$ cat config.mk
export PLATFORM = sky130hd
export DESIGN_NAME = flag_unit_flat
export DESIGN_NICKNAME = d
export VERILOG_FILES = /design/src/rtl/flag_unit_if.sv /design/src/rtl/flag_unit.sv /design/src/flat_wrapper.sv
export SDC_FILE = /design/constraint.sdc
export NUM_CORES = 1
export LEC_CHECK = 0
export ABC_AREA = 1
export CAP_MARGIN = 0
export CORE_AREA = 2 2 39 41
export CTS_CLUSTER_SIZE = 10
export DETAILED_ROUTE_END_ITERATION = 16
export DIE_AREA = 0 0 41 43
export DONT_BUFFER_PORTS = 1
export PLACE_DENSITY_LB_ADDON = 0.12
export SLEW_MARGIN = 30
export SYNTH_ARGS = -nofsm -noshare
export SYNTH_HDL_FRONTEND = slang
export SYNTH_SLANG_ARGS = --single-unit
$ cat constraint.sdc
create_clock -name clk -period 0.9 [get_ports clk]
set_input_delay 0.18 -clock clk [delete_from_list [all_inputs] [get_ports clk]]
set_output_delay 0.18 -clock clk [all_outputs]
set_load 0.01 [all_outputs]
$ cat src/rtl/flag_unit_if.sv
// Bus between the ALU/decode side and the condition-flag unit.
// The master drives the instruction and pipeline controls and reads the flags.
// The slave (flag_unit) drives the committed/bypassed flags and the hazard request.
interface flag_unit_if #(
  parameter int unsigned WIDTH = 16
);
  logic             valid_in;
  logic [3:0]       opcode;
  logic [WIDTH-1:0] alu_result;
  logic             ovfl_in;
  logic             stall;
  logic             flush;
  logic [2:0]       F;
  logic [2:0]       F_fwd;
  logic             pend_valid;
  logic             hazard_stall;

  modport master (
    output valid_in, opcode, alu_result, ovfl_in, stall, flush,
    input  F, F_fwd, pend_valid, hazard_stall
  );

  modport slave (
    input  valid_in, opcode, alu_result, ovfl_in, stall, flush,
    output F, F_fwd, pend_valid, hazard_stall
  );
endinterface

$ cat src/rtl/flag_unit.sv
// flag_unit: captures ALU results, derives {Z,V,N} and commits them to the
// architectural flag register through a two-stage capture -> commit pipeline.
// Build option FLAG_FWD_EN: when defined, F_fwd bypasses the pending write and
// hazard_stall is 0; when undefined, F_fwd = F and hazard_stall = pend_valid.
module flag_unit #(
  parameter int unsigned WIDTH       = 16,
  parameter logic [2:0]  RESET_FLAGS = 3'b000
) (
  input logic        clk,
  input logic        rst_n,
  flag_unit_if.slave bus
);

  localparam int unsigned FLAG_W = 3;

  logic [FLAG_W-1:0] mask_c;
  logic [FLAG_W-1:0] flags_c;
  logic              accept_c;

  logic [FLAG_W-1:0] f_q;
  logic              pend_valid_q;
  logic [FLAG_W-1:0] pend_mask_q;
  logic [FLAG_W-1:0] pend_flags_q;

  // Per-opcode write mask, order {Z,V,N}.
  always_comb begin
    mask_c = 3'b000;
    unique case (bus.opcode)
      4'b0000, 4'b0001:          mask_c = 3'b111;
      4'b0010, 4'b0100,
      4'b0101, 4'b0110:          mask_c = 3'b100;
      default:                   mask_c = 3'b000;
    endcase
  end

  // Flag values of the presented instruction; a flush acts as no instruction.
  always_comb begin
    flags_c  = {~|bus.alu_result, bus.ovfl_in, bus.alu_result[WIDTH-1]};
    accept_c = bus.valid_in & ~bus.flush & (|mask_c);
  end

  // Capture stage and commit stage advance together unless stalled.
  always_ff @(posedge clk or negedge rst_n) begin
    if (!rst_n) begin
      f_q          <= RESET_FLAGS;
      pend_valid_q <= 1'b0;
      pend_mask_q  <= 3'b000;
      pend_flags_q <= 3'b000;
    end else if (!bus.stall) begin
      if (pend_valid_q) begin
        f_q <= (pend_mask_q & pend_flags_q) | (~pend_mask_q & f_q);
      end
      pend_valid_q <= accept_c;
      pend_mask_q  <= mask_c;
      pend_flags_q <= flags_c;
    end
  end

  assign bus.F          = f_q;
  assign bus.pend_valid = pend_valid_q;

`ifdef FLAG_FWD_EN
  // Decode sees the pending write merged over the committed flags.
  always_comb begin
    bus.F_fwd        = f_q;
    bus.hazard_stall = 1'b0;
    if (pend_valid_q) begin
      bus.F_fwd = (pend_mask_q & pend_flags_q) | (~pend_mask_q & f_q);
    end
  end
`else
  // No bypass: decode waits for the commit while a write is pending.
  always_comb begin
    bus.F_fwd        = f_q;
    bus.hazard_stall = pend_valid_q;
  end
`endif

endmodule

$ cat src/flat_wrapper.sv
// flat-port wrapper written by rule: the top's interface ports become plain ports
module flag_unit_flat 
#(
  parameter int unsigned WIDTH       = 16,
  parameter logic [2:0]  RESET_FLAGS = 3'b000
)
  (clk, rst_n, bus_valid_in, bus_opcode, bus_alu_result, bus_ovfl_in, bus_stall, bus_flush, bus_F, bus_F_fwd, bus_pend_valid, bus_hazard_stall);
  flag_unit_if #(.WIDTH(WIDTH)) bus_i ();
  input logic clk;
  input logic rst_n;
  input wire logic [$bits(bus_i.valid_in)-1:0] bus_valid_in;
  input wire logic [$bits(bus_i.opcode)-1:0] bus_opcode;
  input wire logic [$bits(bus_i.alu_result)-1:0] bus_alu_result;
  input wire logic [$bits(bus_i.ovfl_in)-1:0] bus_ovfl_in;
  input wire logic [$bits(bus_i.stall)-1:0] bus_stall;
  input wire logic [$bits(bus_i.flush)-1:0] bus_flush;
  output wire logic [$bits(bus_i.F)-1:0] bus_F;
  output wire logic [$bits(bus_i.F_fwd)-1:0] bus_F_fwd;
  output wire logic [$bits(bus_i.pend_valid)-1:0] bus_pend_valid;
  output wire logic [$bits(bus_i.hazard_stall)-1:0] bus_hazard_stall;
  assign bus_i.valid_in = bus_valid_in;
  assign bus_i.opcode = bus_opcode;
  assign bus_i.alu_result = bus_alu_result;
  assign bus_i.ovfl_in = bus_ovfl_in;
  assign bus_i.stall = bus_stall;
  assign bus_i.flush = bus_flush;
  assign bus_F = bus_i.F;
  assign bus_F_fwd = bus_i.F_fwd;
  assign bus_pend_valid = bus_i.pend_valid;
  assign bus_hazard_stall = bus_i.hazard_stall;
  flag_unit #(.WIDTH(WIDTH), .RESET_FLAGS(RESET_FLAGS)) u_core (.clk(clk), .rst_n(rst_n), .bus(bus_i));
endmodule
==> load_flow_metrics.sql, run 1 <==
INSERT INTO impl_metrics (metric_group, metric, value, unit) VALUES
('clock_tree', 'cts_max_level', '1', ''),
('sta', 'fmax', '1.04', 'GHz'),
('global_route', 'grt_pass1_wl', '1.48', 'mm'),
('routing', 'route.vias.total', '359', ''),
('synth', 'synth-warning-count', '0', ''),
('routing', 'drcViolationCount', '0', ''),
('clock_tree', 'cts_buffer_depth', '2', ''),
('synth', 'synth.avg_cell_area', '7.95', 'um2'),
('routing', 'via_per_inst', '4.49', ''),
('clock_tree', 'worst_skew_pair_latency', '0.26', 'ns'),
('synth', 'synth_edf_count', '0', ''),
('cells_and_area', 'layout-drive-gt1-share', '0.203', ''),
('synth', 'synth-seq-area-share', '0.472', ''),
('clock_tree', 'tritoncts_num_sinks', '9', ''),
('sta', 'timing.max_slew.rel_slack', '0.717', ''),
('floorplan', 'rows', '14', ''),
('routing', 'route.final.wire_length', '904', 'um'),
('worst_setup_path', 'arrival', '0.79', 'ns'),
('power', 'p_per_area', '1600', 'nW/um2'),
('global_route', 'via_count_of_the_first_global_routing_pass', '358', ''),
('floorplan', 'floorplan.die.width', '41', 'um'),
('routing', 'drt_first_iter_violations', '2', ''),
('clock_tree', 'clk_root_buffer_cell', 'sky130_fd_sc_hd__clkbuf_4', ''),
('global_route', 'grt_max_degree', '10', ''),
('floorplan', 'die_height', '43', 'um'),
('power', 'vdd.ir_drop.worst', '561', 'uV'),
('clock_tree', 'clk_pin_slew', '0.06', 'ns'),
('worst_setup_path', 'timing.critical_path.from_type', 'register', ''),
('worst_setup_path', 'cp_required', '0.72', 'ns'),
('sta', 'layout_setup_ws', '-0.0653', 'ns'),
('place', 'place.gp.congestion', '0.601', ''),
('cells_and_area', 'finalNetCount', '91', ''),
('place', 'port-buffer-count', '0', ''),
('synth', 'syn-cell-area', '477', 'um2'),
('worst_setup_path', 'worst_setup_path_end_kind', 'output port', ''),
('floorplan', 'initial_utilization', '0.344', ''),
('worst_setup_path', 'crit_path_top_delay_cell', 'sky130_fd_sc_hd__dfrtp_1', ''),
('synth', 'async_reset_ff_frac', '1.00', ''),
('worst_setup_path', 'path_buf_inv', '1', ''),
('sta', 'rsz_0062_raised_after_global_routing', 'yes', ''),
('routing', 'post_drt_wl_per_cell', '11.3', 'um'),
('worst_setup_path', 'crit_chain', 'buf_6', ''),
('cells_and_area', 'layout.core_utilization', '0.392', ''),
('synth', 'yosys.area.top_type_share', '0.472', ''),
('worst_setup_path', 'critPathMaxFanout', '2', ''),
('synth', 'postSynth.topFlopCell', 'sky130_fd_sc_hd__dfrtp_1', ''),
('worst_setup_path', 'critPathMaxStageDelay', '0.39', 'ns'),
('sta', 'setup_viol', '2', ''),
('worst_setup_path', 'timing_worst_setup_path_type', 'reg -> out', ''),
('synth', 'synth_commonest_cells', 'sky130_fd_sc_hd__nand2_1 (17), sky130_fd_sc_hd__dfrtp_1 (9), sky130_fd_sc_hd__nor2_1 (8)', ''),
('sta', 'hold_viol', '0', ''),
('sta', 'final.period_utilization', '1.07', ''),
('run_status', 'run_status', 'finished with violations', ''),
('sta', 'worst_slew_pin_slew', '0.422', 'ns'),
('synth', 'ys_ff_latch', '9', ''),
('synth', 'syn-num-nets', '86', ''),
('power', 'power.leakage', '0.250', 'nW'),
('job', 'maxCapViolCount', '0', ''),
('routing', 'detail-route-antenna-nets', '0', ''),
('floorplan', 'top_level_ports', '34', ''),
('sta', 'tns', '-0.131', 'ns'),
('synth', 'syn-instance-count', '60', ''),
('cells_and_area', 'area_added_between_synthesis_and_finish', '13.6', '%'),
('run_status', 'violated_checks', 'setup timing', ''),
('sta', 'period_minus_slack', '0.965', 'ns'),
('routing', 'detail_route.first_pass.iterations', '2', ''),
('sta', 'fin_skew', '0.000950', 'ns'),
('clock_tree', 'clock_buffers_created_by_tritoncts', '3', ''),
('synth', 'netlist-cell-type-count', '14', ''),
('synth', 'synth_largest_area_cell', 'sky130_fd_sc_hd__dfrtp_1', ''),
('cells_and_area', 'antennaDiodeCount', '0', ''),
('synth', 'post-synth-top-count-cell', 'sky130_fd_sc_hd__nand2_1', ''),
('global_route', 'grt_antenna_before_repair', '0', ''),
('clock_tree', 'cts_tree', 'yes', ''),
('synth', 'netlist_top_cells_area', 'sky130_fd_sc_hd__dfrtp_1 (47%), sky130_fd_sc_hd__nand2_1 (13%), sky130_fd_sc_hd__o21ai_0 (6.3%)', ''),
('global_route', 'grt-ovfl-total', '0', ''),
('floorplan', 'fp.coreArea', '1380', 'um2'),
('worst_setup_path', 'critical-path-top-delay-family', 'flip-flops', ''),
('sta', 'max_slew_violation_total_from_the_final_report', '0', ''),
('global_route', 'track_usage', '0.134', ''),
('worst_hold_path', 'kind_of_path_behind_the_tightest_hold_check', 'in -> reg', ''),
('place', 'place_hpwl', '683', 'um'),
('floorplan', 'fp.dieArea', '1760', 'um2');
-- worst paths after layout --
check | from | to | slack (ns) | depth (start not counted)
min in group asynchronous | rst_n | u_core.pend_mask_q[1]$_DFFE_PN0N_ | 0.29 | 1
worst min-delay path | bus_stall | u_core.pend_flags_q[0]$_DFFE_PN0N_ | 0.02 | 1
worst min register to register | u_core.pend_flags_q[0]$_DFFE_PN0N_ | u_core.pend_flags_q[0]$_DFFE_PN0N_ | 0.48 | 2
max in group asynchronous | rst_n | asynchronous set/reset pin | 0.29 | 1
worst max-delay path | u_core.bus.hazard_stall$_DFFE_PN0N_ | bus_pend_valid | -0.07 | 1
worst max register to register | u_core.bus.hazard_stall$_DFFE_PN0N_ | register | 0.06 | 4
-- timing repair --
action / in CTS / in global routing
buffers inserted: 1 / 0
hold endpoints to repair: 10 / 0
pin swaps: 0 / 1
gates resized for setup: 4 / 1
hold buffers: 3 / 0
endpoints found under the setup margin: 8 / 9
gates cloned: 0 / 0
-- per-layer routing --
metal | track usage | share of wire | vias up | wire length (um)
li1 | - | - | 188 | -
met2 | 0.181 | 0.48 | 20 | 436
met4 | 0.140 | 0.030 | 0 | 27
met3 | 0.0366 | 0.083 | 2 | 75
met1 | 0.154 | 0.40 | 149 | 363
met5 | 0 | 0 | - | 0
-- cell usage in the layout (no fill, tap or decap), types with 3 or more instances in the layout --
cell	synthesis	layout
sky130_fd_sc_hd__dlygate4sd3_1	0	3
sky130_fd_sc_hd__o21ai_0	6	6
sky130_fd_sc_hd__nor2_1	8	8
sky130_fd_sc_hd__inv_1	6	6
sky130_fd_sc_hd__dfrtp_2	0	3
sky130_fd_sc_hd__dfrtp_1	9	6
sky130_fd_sc_hd__nand2_1	17	17
sky130_fd_sc_hd__clkbuf_4	0	3
sky130_fd_sc_hd__nand3_1	3	3
-- cell families after synthesis --
logic type	synth area share
AO/OA/AOI/OAI	0.0892
buffers and inverters	0.144
flip-flops	0.472
AND/OR/NAND/NOR	0.294
-- per-stage QoR --
stage	area, um2	power [mW]	setup WS [ns]	hold WS [ns]	std cells
finish	542	0.865	-0.0653	0.0208	80
global route	542	0.926	-0.0998	0.0398	80
CTS	534	0.883	-0.0730	0.0103	80
detailed placement	463	0.533	0.151	-0.115	72
global placement	463	0.531	0.159	-0.115	72
floorplan	477	0.542	0.114	-0.116	60
-- where the power goes --
| group | internal, mW | total, mW | switching (mW) |
|---|---|---|---|
| registers | 0.434 | 0.465 | 0.0309 |
| clock network | 0.171 | 0.314 | 0.143 |
| logic | 0.0412 | 0.0867 | 0.0455 |
| total | 0.646 | 0.865 | 0.219 |
-- area by class of cell --
class / instances / area, um2
Tap cell: 16 / 20.0
Multi-Input combinational cell: 39 / 190
Clock buffer: 4 / 26.3
Timing Repair Buffer: 5 / 48.8
Sequential cell: 9 / 229
Fill cell: 146 / 842
Inverter: 7 / 27.5
Note: power is estimated with default switching activity, not from simulation.
==> inputs of run 2 (changes only) <==
--- a/constraint.sdc
+++ b/constraint.sdc
@@ -3,2 +3,2 @@
 set_output_delay 0.18 -clock clk [all_outputs]
-set_load 0.01 [all_outputs]
+set_load 0.02 [all_outputs]
==> run 2 against run 1 <==
Against the previous run: the run still ends with setup timing left; design area rose by 9.9%; first-iteration DRC count decreased by 100%; non-clock buffer count rose by 5; total power grew 6.9%; utilization rose by 3.9 points; flip-flop and latch count did not move; maximum frequency down 2.6%; die area unchanged.
==> load_flow_metrics.sql, run 2 (same netlist as run 1, synthesis figures left out) <==
INSERT INTO impl_metrics (metric_group, metric, value, unit) VALUES
('run_status', 'run_status', 'finished with violations', ''),
('run_status', 'violated_checks', 'setup timing', ''),
('routing', 'via_per_inst', '4.49', ''),
('global_route', 'grt-ovfl-total', '0', ''),
('power', 'seqPwrFrac', '0.488', ''),
('sta', 'timing.max_slew.rel_slack', '0.724', ''),
('clock_tree', 'clk_root_buffer_cell', 'sky130_fd_sc_hd__clkbuf_4', ''),
('place', 'place_hpwl', '668', 'um'),
('cells_and_area', 'finalNetCount', '96', ''),
('routing', 'route.vias.total', '382', ''),
('cells_and_area', 'layout.cells.most_common_list', 'sky130_fd_sc_hd__nand2_1 (17), sky130_fd_sc_hd__dfrtp_1 (9), sky130_fd_sc_hd__nor2_1 (8)', ''),
('worst_setup_path', 'path_depth', '1', ''),
('routing', 'route.final.wire_length', '821', 'um'),
('sta', 'final.period_utilization', '1.10', ''),
('clock_tree', 'clock_buffers_created_by_tritoncts', '3', ''),
('worst_setup_path', 'timing_worst_setup_path_type', 'reg -> out', ''),
('worst_setup_path', 'critPathMaxFanout', '2', ''),
('worst_setup_path', 'worst_r2r_path_depth', '4', ''),
('sta', 'max_slew_violation_total_from_the_final_report', '0', ''),
('routing', 'drt_first_iter_violations', '0', ''),
('floorplan', 'fp.dieArea', '1760', 'um2'),
('power', 'total_switching_power', '236', 'uW'),
('cells_and_area', 'layout-drive-gt1-share', '0.246', ''),
('worst_setup_path', 'path_buf_inv', '1', ''),
('cells_and_area', 'area_added_between_synthesis_and_finish', '24.9', '%'),
('place', 'port-buffer-count', '0', ''),
('power', 'power.clock.fraction', '0.329', ''),
('sta', 'rsz_0062_raised_after_global_routing', 'yes', ''),
('sta', 'setup_viol', '8', ''),
('floorplan', 'die_height', '43', 'um'),
('floorplan', 'top_level_ports', '34', ''),
('worst_setup_path', 'arrival', '0.81', 'ns'),
('place', 'dp.cells', '76', ''),
('sta', 'fmax', '1.01', 'GHz'),
('floorplan', 'fp.coreArea', '1380', 'um2'),
('power', 'power_frac_comb', '0.183', ''),
('cells_and_area', 'layout_commonest_cell', 'sky130_fd_sc_hd__nand2_1', ''),
('routing', 'post_drt_wl_per_cell', '9.66', 'um'),
('worst_setup_path', 'crit_path_top_delay_cell', 'sky130_fd_sc_hd__dfrtp_1', ''),
('worst_setup_path', 'critical-path-top-delay-family', 'flip-flops', ''),
('sta', 'worst_slew_pin_slew', '0.413', 'ns'),
('worst_setup_path', 'timing.critical_path.from_type', 'register', ''),
('global_route', 'grt_pass1_wl', '1.34', 'mm'),
('cells_and_area', 'stdcell_count', '85', ''),
('routing', 'detail_route.first_pass.iterations', '1', ''),
('worst_hold_path', 'min_delay_path_depth', '1', ''),
('clock_tree', 'worst_skew_pair_latency', '0.25', 'ns'),
('worst_setup_path', 'cp_required', '0.72', 'ns'),
('cells_and_area', 'antennaDiodeCount', '0', ''),
('floorplan', 'initial_utilization', '0.344', ''),
('sta', 'hold_viol', '0', ''),
('cells_and_area', 'layout.core_utilization', '0.430', ''),
('clock_tree', 'clk_pin_slew', '0.06', 'ns'),
('clock_tree', 'tritoncts_num_sinks', '9', ''),
('clock_tree', 'cts_buffer_depth', '2', ''),
('floorplan', 'rows', '14', ''),
('worst_setup_path', 'worst_setup_path_end_kind', 'output port', ''),
('clock_tree', 'cts_tree', 'yes', ''),
('power', 'vdd.ir_drop.worst', '698', 'uV'),
('routing', 'drcViolationCount', '0', ''),
('job', 'maxCapViolCount', '0', ''),
('place', 'place.gp.congestion', '0.620', ''),
('power', 'p_per_area', '1550', 'nW/um2'),
('sta', 'fin_skew', '0.000433', 'ns'),
('worst_setup_path', 'critPathMaxStageDelay', '0.40', 'ns'),
('routing', 'detail-route-antenna-nets', '0', ''),
('power', 'switching_share', '0.255', ''),
('global_route', 'track_usage', '0.120', ''),
('sta', 'period_minus_slack', '0.992', 'ns'),
('sta', 'layout_setup_ws', '-0.0915', 'ns'),
('global_route', 'via_count_of_the_first_global_routing_pass', '352', ''),
('worst_hold_path', 'kind_of_path_behind_the_tightest_hold_check', 'in -> reg', ''),
('floorplan', 'floorplan.die.width', '41', 'um'),
('global_route', 'grt_max_degree', '10', ''),
('global_route', 'grt_antenna_before_repair', '0', ''),
('clock_tree', 'cts_max_level', '1', ''),
('worst_setup_path', 'crit_chain', 'buf_12', ''),
('power', 'internal_cell_power', '690', 'uW'),
('power', 'power.leakage', '0.291', 'nW');
[run 2: changes by cell type in the layout (fill, tap and decap cells not counted)]
cell | previous run | this run
sky130_fd_sc_hd__dfrtp_2 | 3 | 0
sky130_fd_sc_hd__dfrtp_1 | 6 | 9
sky130_fd_sc_hd__buf_12 | 0 | 2
sky130_fd_sc_hd__dlygate4sd3_1 | 3 | 1
sky130_fd_sc_hd__nand3_4 | 1 | 0
sky130_fd_sc_hd__buf_4 | 1 | 4
sky130_fd_sc_hd__buf_6 | 1 | 3
sky130_fd_sc_hd__nand3_2 | 0 | 1
[run 2: power groups by stage]
stage	clock network, mW	registers, mW	logic (mW)
finish	0.304	0.452	0.169
CTS	0.313	0.451	0.158
global route	0.330	0.456	0.186
detailed placement	0	0.461	0.133
floorplan	0	0.471	0.0910
global placement	0	0.460	0.130
[run 2: per-stage QoR]
step | worst slack (ns) | setup TNS, ns | instance area [um2] | power (mW) | hold WS [ns]
floorplan | 0.0305 | 0 | 477 | 0.562 | -0.116
global placement | 0.136 | 0 | 518 | 0.590 | -0.115
detailed placement | 0.114 | 0 | 518 | 0.593 | -0.115
CTS | -0.108 | -0.809 | 581 | 0.922 | 0.00138
global route | -0.125 | -0.979 | 596 | 0.972 | 0.00550
finish | -0.0915 | -0.709 | 596 | 0.925 | 0.00600
[run 2: layout make-up]
type                       instances  area (um2)
sequential                         9         225
timing repair buffer              10         114
clock buffer                       4        26.3
fill                             148         788
inverter                           7        27.5
multi-input combinational         39         183
tap                               16        20.0
[run 2: final timing paths]
path                                                       to  slack, ns                                start
min in group asynchronous          asynchronous set/reset pin       0.29                                rst_n
max reg2reg                                          register       0.06  u_core.bus.hazard_stall$_DFFE_PN0N_
min                         u_core.pend_mask_q[1]$_DFFE_PN0N_      0.006                        bus_opcode[1]
max in group asynchronous   u_core.pend_mask_q[2]$_DFFE_PN0N_       0.32                                rst_n
max                                                  bus_F[2]      -0.09                             register
min reg2reg                u_core.pend_flags_q[2]$_DFFE_PN0N_       0.48   u_core.pend_flags_q[2]$_DFFE_PN0N_
[run 2: routing by layer]
layer	global-route usage	vias up	part of all wire
met2	0.172	19	0.51
met3	0.0471	0	0.088
met5	0	-	0
li1	-	199	-
met4	0.100	0	0
met1	0.130	164	0.40
[run 2: what timing repair did]
action	CTS	global route
gates resized for setup	1	2
pin swaps	0	0
buffers inserted	3	1
hold buffers	1	0
endpoints found under the setup margin	8	10
endpoints found under the hold margin	9	0
==> inputs of run 3 (changes only) <==
clock period = 0.8 ns   (was 0.9 ns; I/O delays follow)
==> run 3 against run 2 <==
Against the previous run: the run still ends with setup timing left; register-to-register slack lost 0.18 ns; worst hold slack gained 0.0026 ns; design area grew 7.6%; via count grew 5.8%; first-iteration DRC count grew 5; die area is the same; count of clock-buffer cells in the layout is the same; wire length grew 5.0%; sequential power grew 13%; critical path type unchanged; largest power group unchanged.
==> load_flow_metrics.sql, run 3 (same netlist as run 1, synthesis figures left out) <==
INSERT INTO impl_metrics (metric_group, metric, value, unit) VALUES
('run_status', 'run_status', 'finished with violations', ''),
('run_status', 'violated_checks', 'setup timing', ''),
('worst_setup_path', 'critPathMaxStageDelay', '0.41', 'ns'),
('sta', 'hold_viol', '0', ''),
('worst_hold_path', 'kind_of_path_behind_the_tightest_hold_check', 'in -> reg', ''),
('worst_setup_path', 'critical-path-top-delay-family', 'flip-flops', ''),
('cells_and_area', 'ff_latch_area', '226', 'um2'),
('power', 'total_switching_power', '274', 'uW'),
('worst_setup_path', 'cp_required', '0.64', 'ns'),
('floorplan', 'fp.coreArea', '1380', 'um2'),
('power', 'internal_cell_power', '791', 'uW'),
('job', 'maxCapViolCount', '0', ''),
('place', 'dp.cells', '75', ''),
('cells_and_area', 'fillerInstances', '139', ''),
('power', 'power', '1.06', 'mW'),
('cells_and_area', 'layout_commonest_cell', 'sky130_fd_sc_hd__nand2_1', ''),
('global_route', 'grt-ovfl-total', '0', ''),
('cells_and_area', 'stdcell_count', '87', ''),
('cells_and_area', 'area_added_between_synthesis_and_finish', '34.4', '%'),
('cells_and_area', 'layout-drive-gt1-share', '0.282', ''),
('cells_and_area', 'finalNetCount', '98', ''),
('sta', 'max_slew_violation_total_from_the_final_report', '0', ''),
('worst_setup_path', 'path_buf_inv', '1', ''),
('place', 'place.gp.congestion', '0.675', ''),
('global_route', 'grt_antenna_before_repair', '0', ''),
('floorplan', 'top_level_ports', '34', ''),
('global_route', 'via_count_of_the_first_global_routing_pass', '409', ''),
('floorplan', 'die_height', '43', 'um'),
('worst_setup_path', 'arrival', '0.81', 'ns'),
('sta', 'timing.max_slew.rel_slack', '0.716', ''),
('place', 'pre_cts_ws', '0.0468', 'ns'),
('clock_tree', 'clk_root_buffer_cell', 'sky130_fd_sc_hd__clkbuf_4', ''),
('cells_and_area', 'layout.cells.most_common_list', 'sky130_fd_sc_hd__nand2_1 (16), sky130_fd_sc_hd__nor2_1 (8), sky130_fd_sc_hd__dfrtp_1 (8)', ''),
('clock_tree', 'clock_buffers_created_by_tritoncts', '3', ''),
('power', 'seqPwrFrac', '0.480', ''),
('floorplan', 'initial_utilization', '0.344', ''),
('power', 'power.clock.fraction', '0.320', ''),
('power', 'vdd.ir_drop.worst', '690', 'uV'),
('clock_tree', 'tritoncts_num_sinks', '9', ''),
('sta', 'rsz_0062_raised_after_global_routing', 'yes', ''),
('sta', 'layout_setup_ws', '-0.173', 'ns'),
('sta', 'worst_slew_pin_slew', '0.425', 'ns'),
('global_route', 'grt_pass1_wl', '1.45', 'mm'),
('global_route', 'grt_max_degree', '10', ''),
('sta', 'fmax', '1.03', 'GHz'),
('sta', 'tns', '-1.73', 'ns'),
('routing', 'detail_route.first_pass.iterations', '4', ''),
('worst_setup_path', 'timing_worst_setup_path_type', 'reg -> out', ''),
('worst_setup_path', 'critPathMaxFanout', '2', ''),
('clock_tree', 'cts_max_level', '1', ''),
('routing', 'post_drt_wl_per_cell', '9.91', 'um'),
('sta', 'period_minus_slack', '0.973', 'ns'),
('power', 'power_frac_comb', '0.200', ''),
('worst_setup_path', 'timing.critical_path.from_type', 'register', ''),
('power', 'switching_share', '0.257', ''),
('sta', 'final.period_utilization', '1.22', ''),
('routing', 'detail-route-antenna-nets', '0', ''),
('routing', 'route.final.wire_length', '862', 'um'),
('cells_and_area', 'multi_input_area', '198', 'um2'),
('cells_and_area', 'antennaDiodeCount', '0', ''),
('clock_tree', 'clk_pin_slew', '0.06', 'ns'),
('clock_tree', 'worst_skew_pair_latency', '0.25', 'ns'),
('place', 'place_hpwl', '669', 'um'),
('worst_setup_path', 'worst_setup_path_end_kind', 'output port', ''),
('power', 'p_per_area', '1660', 'nW/um2'),
('floorplan', 'floorplan.die.width', '41', 'um'),
('sta', 'fin_hold_ws', '0.00863', 'ns'),
('routing', 'drt_first_iter_violations', '5', ''),
('power', 'power.leakage', '0.300', 'nW'),
('sta', 'fin_skew', '0.00326', 'ns'),
('routing', 'via_per_inst', '4.64', ''),
('floorplan', 'fp.dieArea', '1760', 'um2'),
('global_route', 'track_usage', '0.126', ''),
('sta', 'setup_viol', '12', ''),
('clock_tree', 'cts_buffer_depth', '2', ''),
('routing', 'route.vias.total', '404', ''),
('worst_setup_path', 'crit_path_top_delay_cell', 'sky130_fd_sc_hd__dfrtp_1', ''),
('routing', 'drcViolationCount', '0', ''),
('clock_tree', 'cts_tree', 'yes', ''),
('place', 'port-buffer-count', '0', ''),
('worst_setup_path', 'crit_chain', 'buf_12', ''),
('floorplan', 'rows', '14', '');
run 3: cell count changes in the layout (fill, tap and decap cells not counted):
cell	change
sky130_fd_sc_hd__buf_12	+1
sky130_fd_sc_hd__nand3_4	+1
sky130_fd_sc_hd__nand2_2	+1
sky130_fd_sc_hd__buf_6	-1
sky130_fd_sc_hd__dlygate4sd3_1	+2
sky130_fd_sc_hd__dfrtp_2	+1
sky130_fd_sc_hd__nand2_1	-1
sky130_fd_sc_hd__o21ai_0	-4
sky130_fd_sc_hd__nand3_1	-1
sky130_fd_sc_hd__dfrtp_1	-1
sky130_fd_sc_hd__o21ai_1	+4
run 3: layout make-up:
class | instances | area share
clock buffer | 4 | 0.0410
timing repair buffer | 12 | 0.223
tap | 16 | 0.0313
inverter | 7 | 0.0430
multi-input combinational | 39 | 0.309
sequential | 9 | 0.354
run 3: timing repair:
action                                 in CTS  in global routing
endpoints found under the hold margin      10                  1
setup endpoints to repair                   8                 12
gates resized for setup                     4                  5
setup buffers                               3                  2
hold buffers                                2                  1
run 3: worst paths after layout:
path                                                        to                           startpoint  depth (start not counted)  slack (ns)
max                                               bus_F_fwd[2]                             register                          1       -0.17
max reg2reg                                           register  u_core.bus.hazard_stall$_DFFE_PN0N_                          5       -0.12
max in group asynchronous  u_core.bus.hazard_stall$_DFFE_PN0N_                                rst_n                          1        0.21
min                         u_core.pend_flags_q[0]$_DFFE_PN0N_                            bus_stall                          1       0.009
min reg2reg                 u_core.pend_flags_q[0]$_DFFE_PN0N_   u_core.pend_flags_q[0]$_DFFE_PN0N_                          2        0.49
min in group asynchronous           asynchronous set/reset pin                                rst_n                          1        0.28
run 3: routing by layer:
| layer | up-vias | share of wire | track usage |
|---|---|---|---|
| met1 | 173 | 0.39 | 0.137 |
| li1 | 205 | - | - |
| met2 | 24 | 0.50 | 0.191 |
| met5 | - | 0 | 0 |
| met3 | 2 | 0.099 | 0.0366 |
| met4 | 0 | 0.014 | 0.100 |
run 3: stage by stage:
stage / utilization / instance area, um2
after global placement: 0.379 / 524
after floorplan: - / 478
final: 0.463 / 641
after CTS: 0.439 / 608
after detailed placement: 0.379 / 524
after global routing: 0.463 / 641
run 3: power by group through the flow:
stage / combinational (mW) / sequential, mW / clock, mW
2_1_floorplan: 0.102 / 0.531 / 0
5_1_grt: 0.235 / 0.513 / 0.378
3_3_place_gp: 0.154 / 0.519 / 0
6_report: 0.213 / 0.511 / 0.341
4_1_cts: 0.203 / 0.510 / 0.353
3_5_place_dp: 0.156 / 0.520 / 0
run 3: worst reg2reg max path: stages, from the launching register on:
cell                      delay, ns
sky130_fd_sc_hd__dfrtp_2       0.41
sky130_fd_sc_hd__buf_4         0.13
sky130_fd_sc_hd__buf_6         0.12
sky130_fd_sc_hd__nand3_4       0.08
sky130_fd_sc_hd__nand2_1       0.05
sky130_fd_sc_hd__o21ai_1       0.06
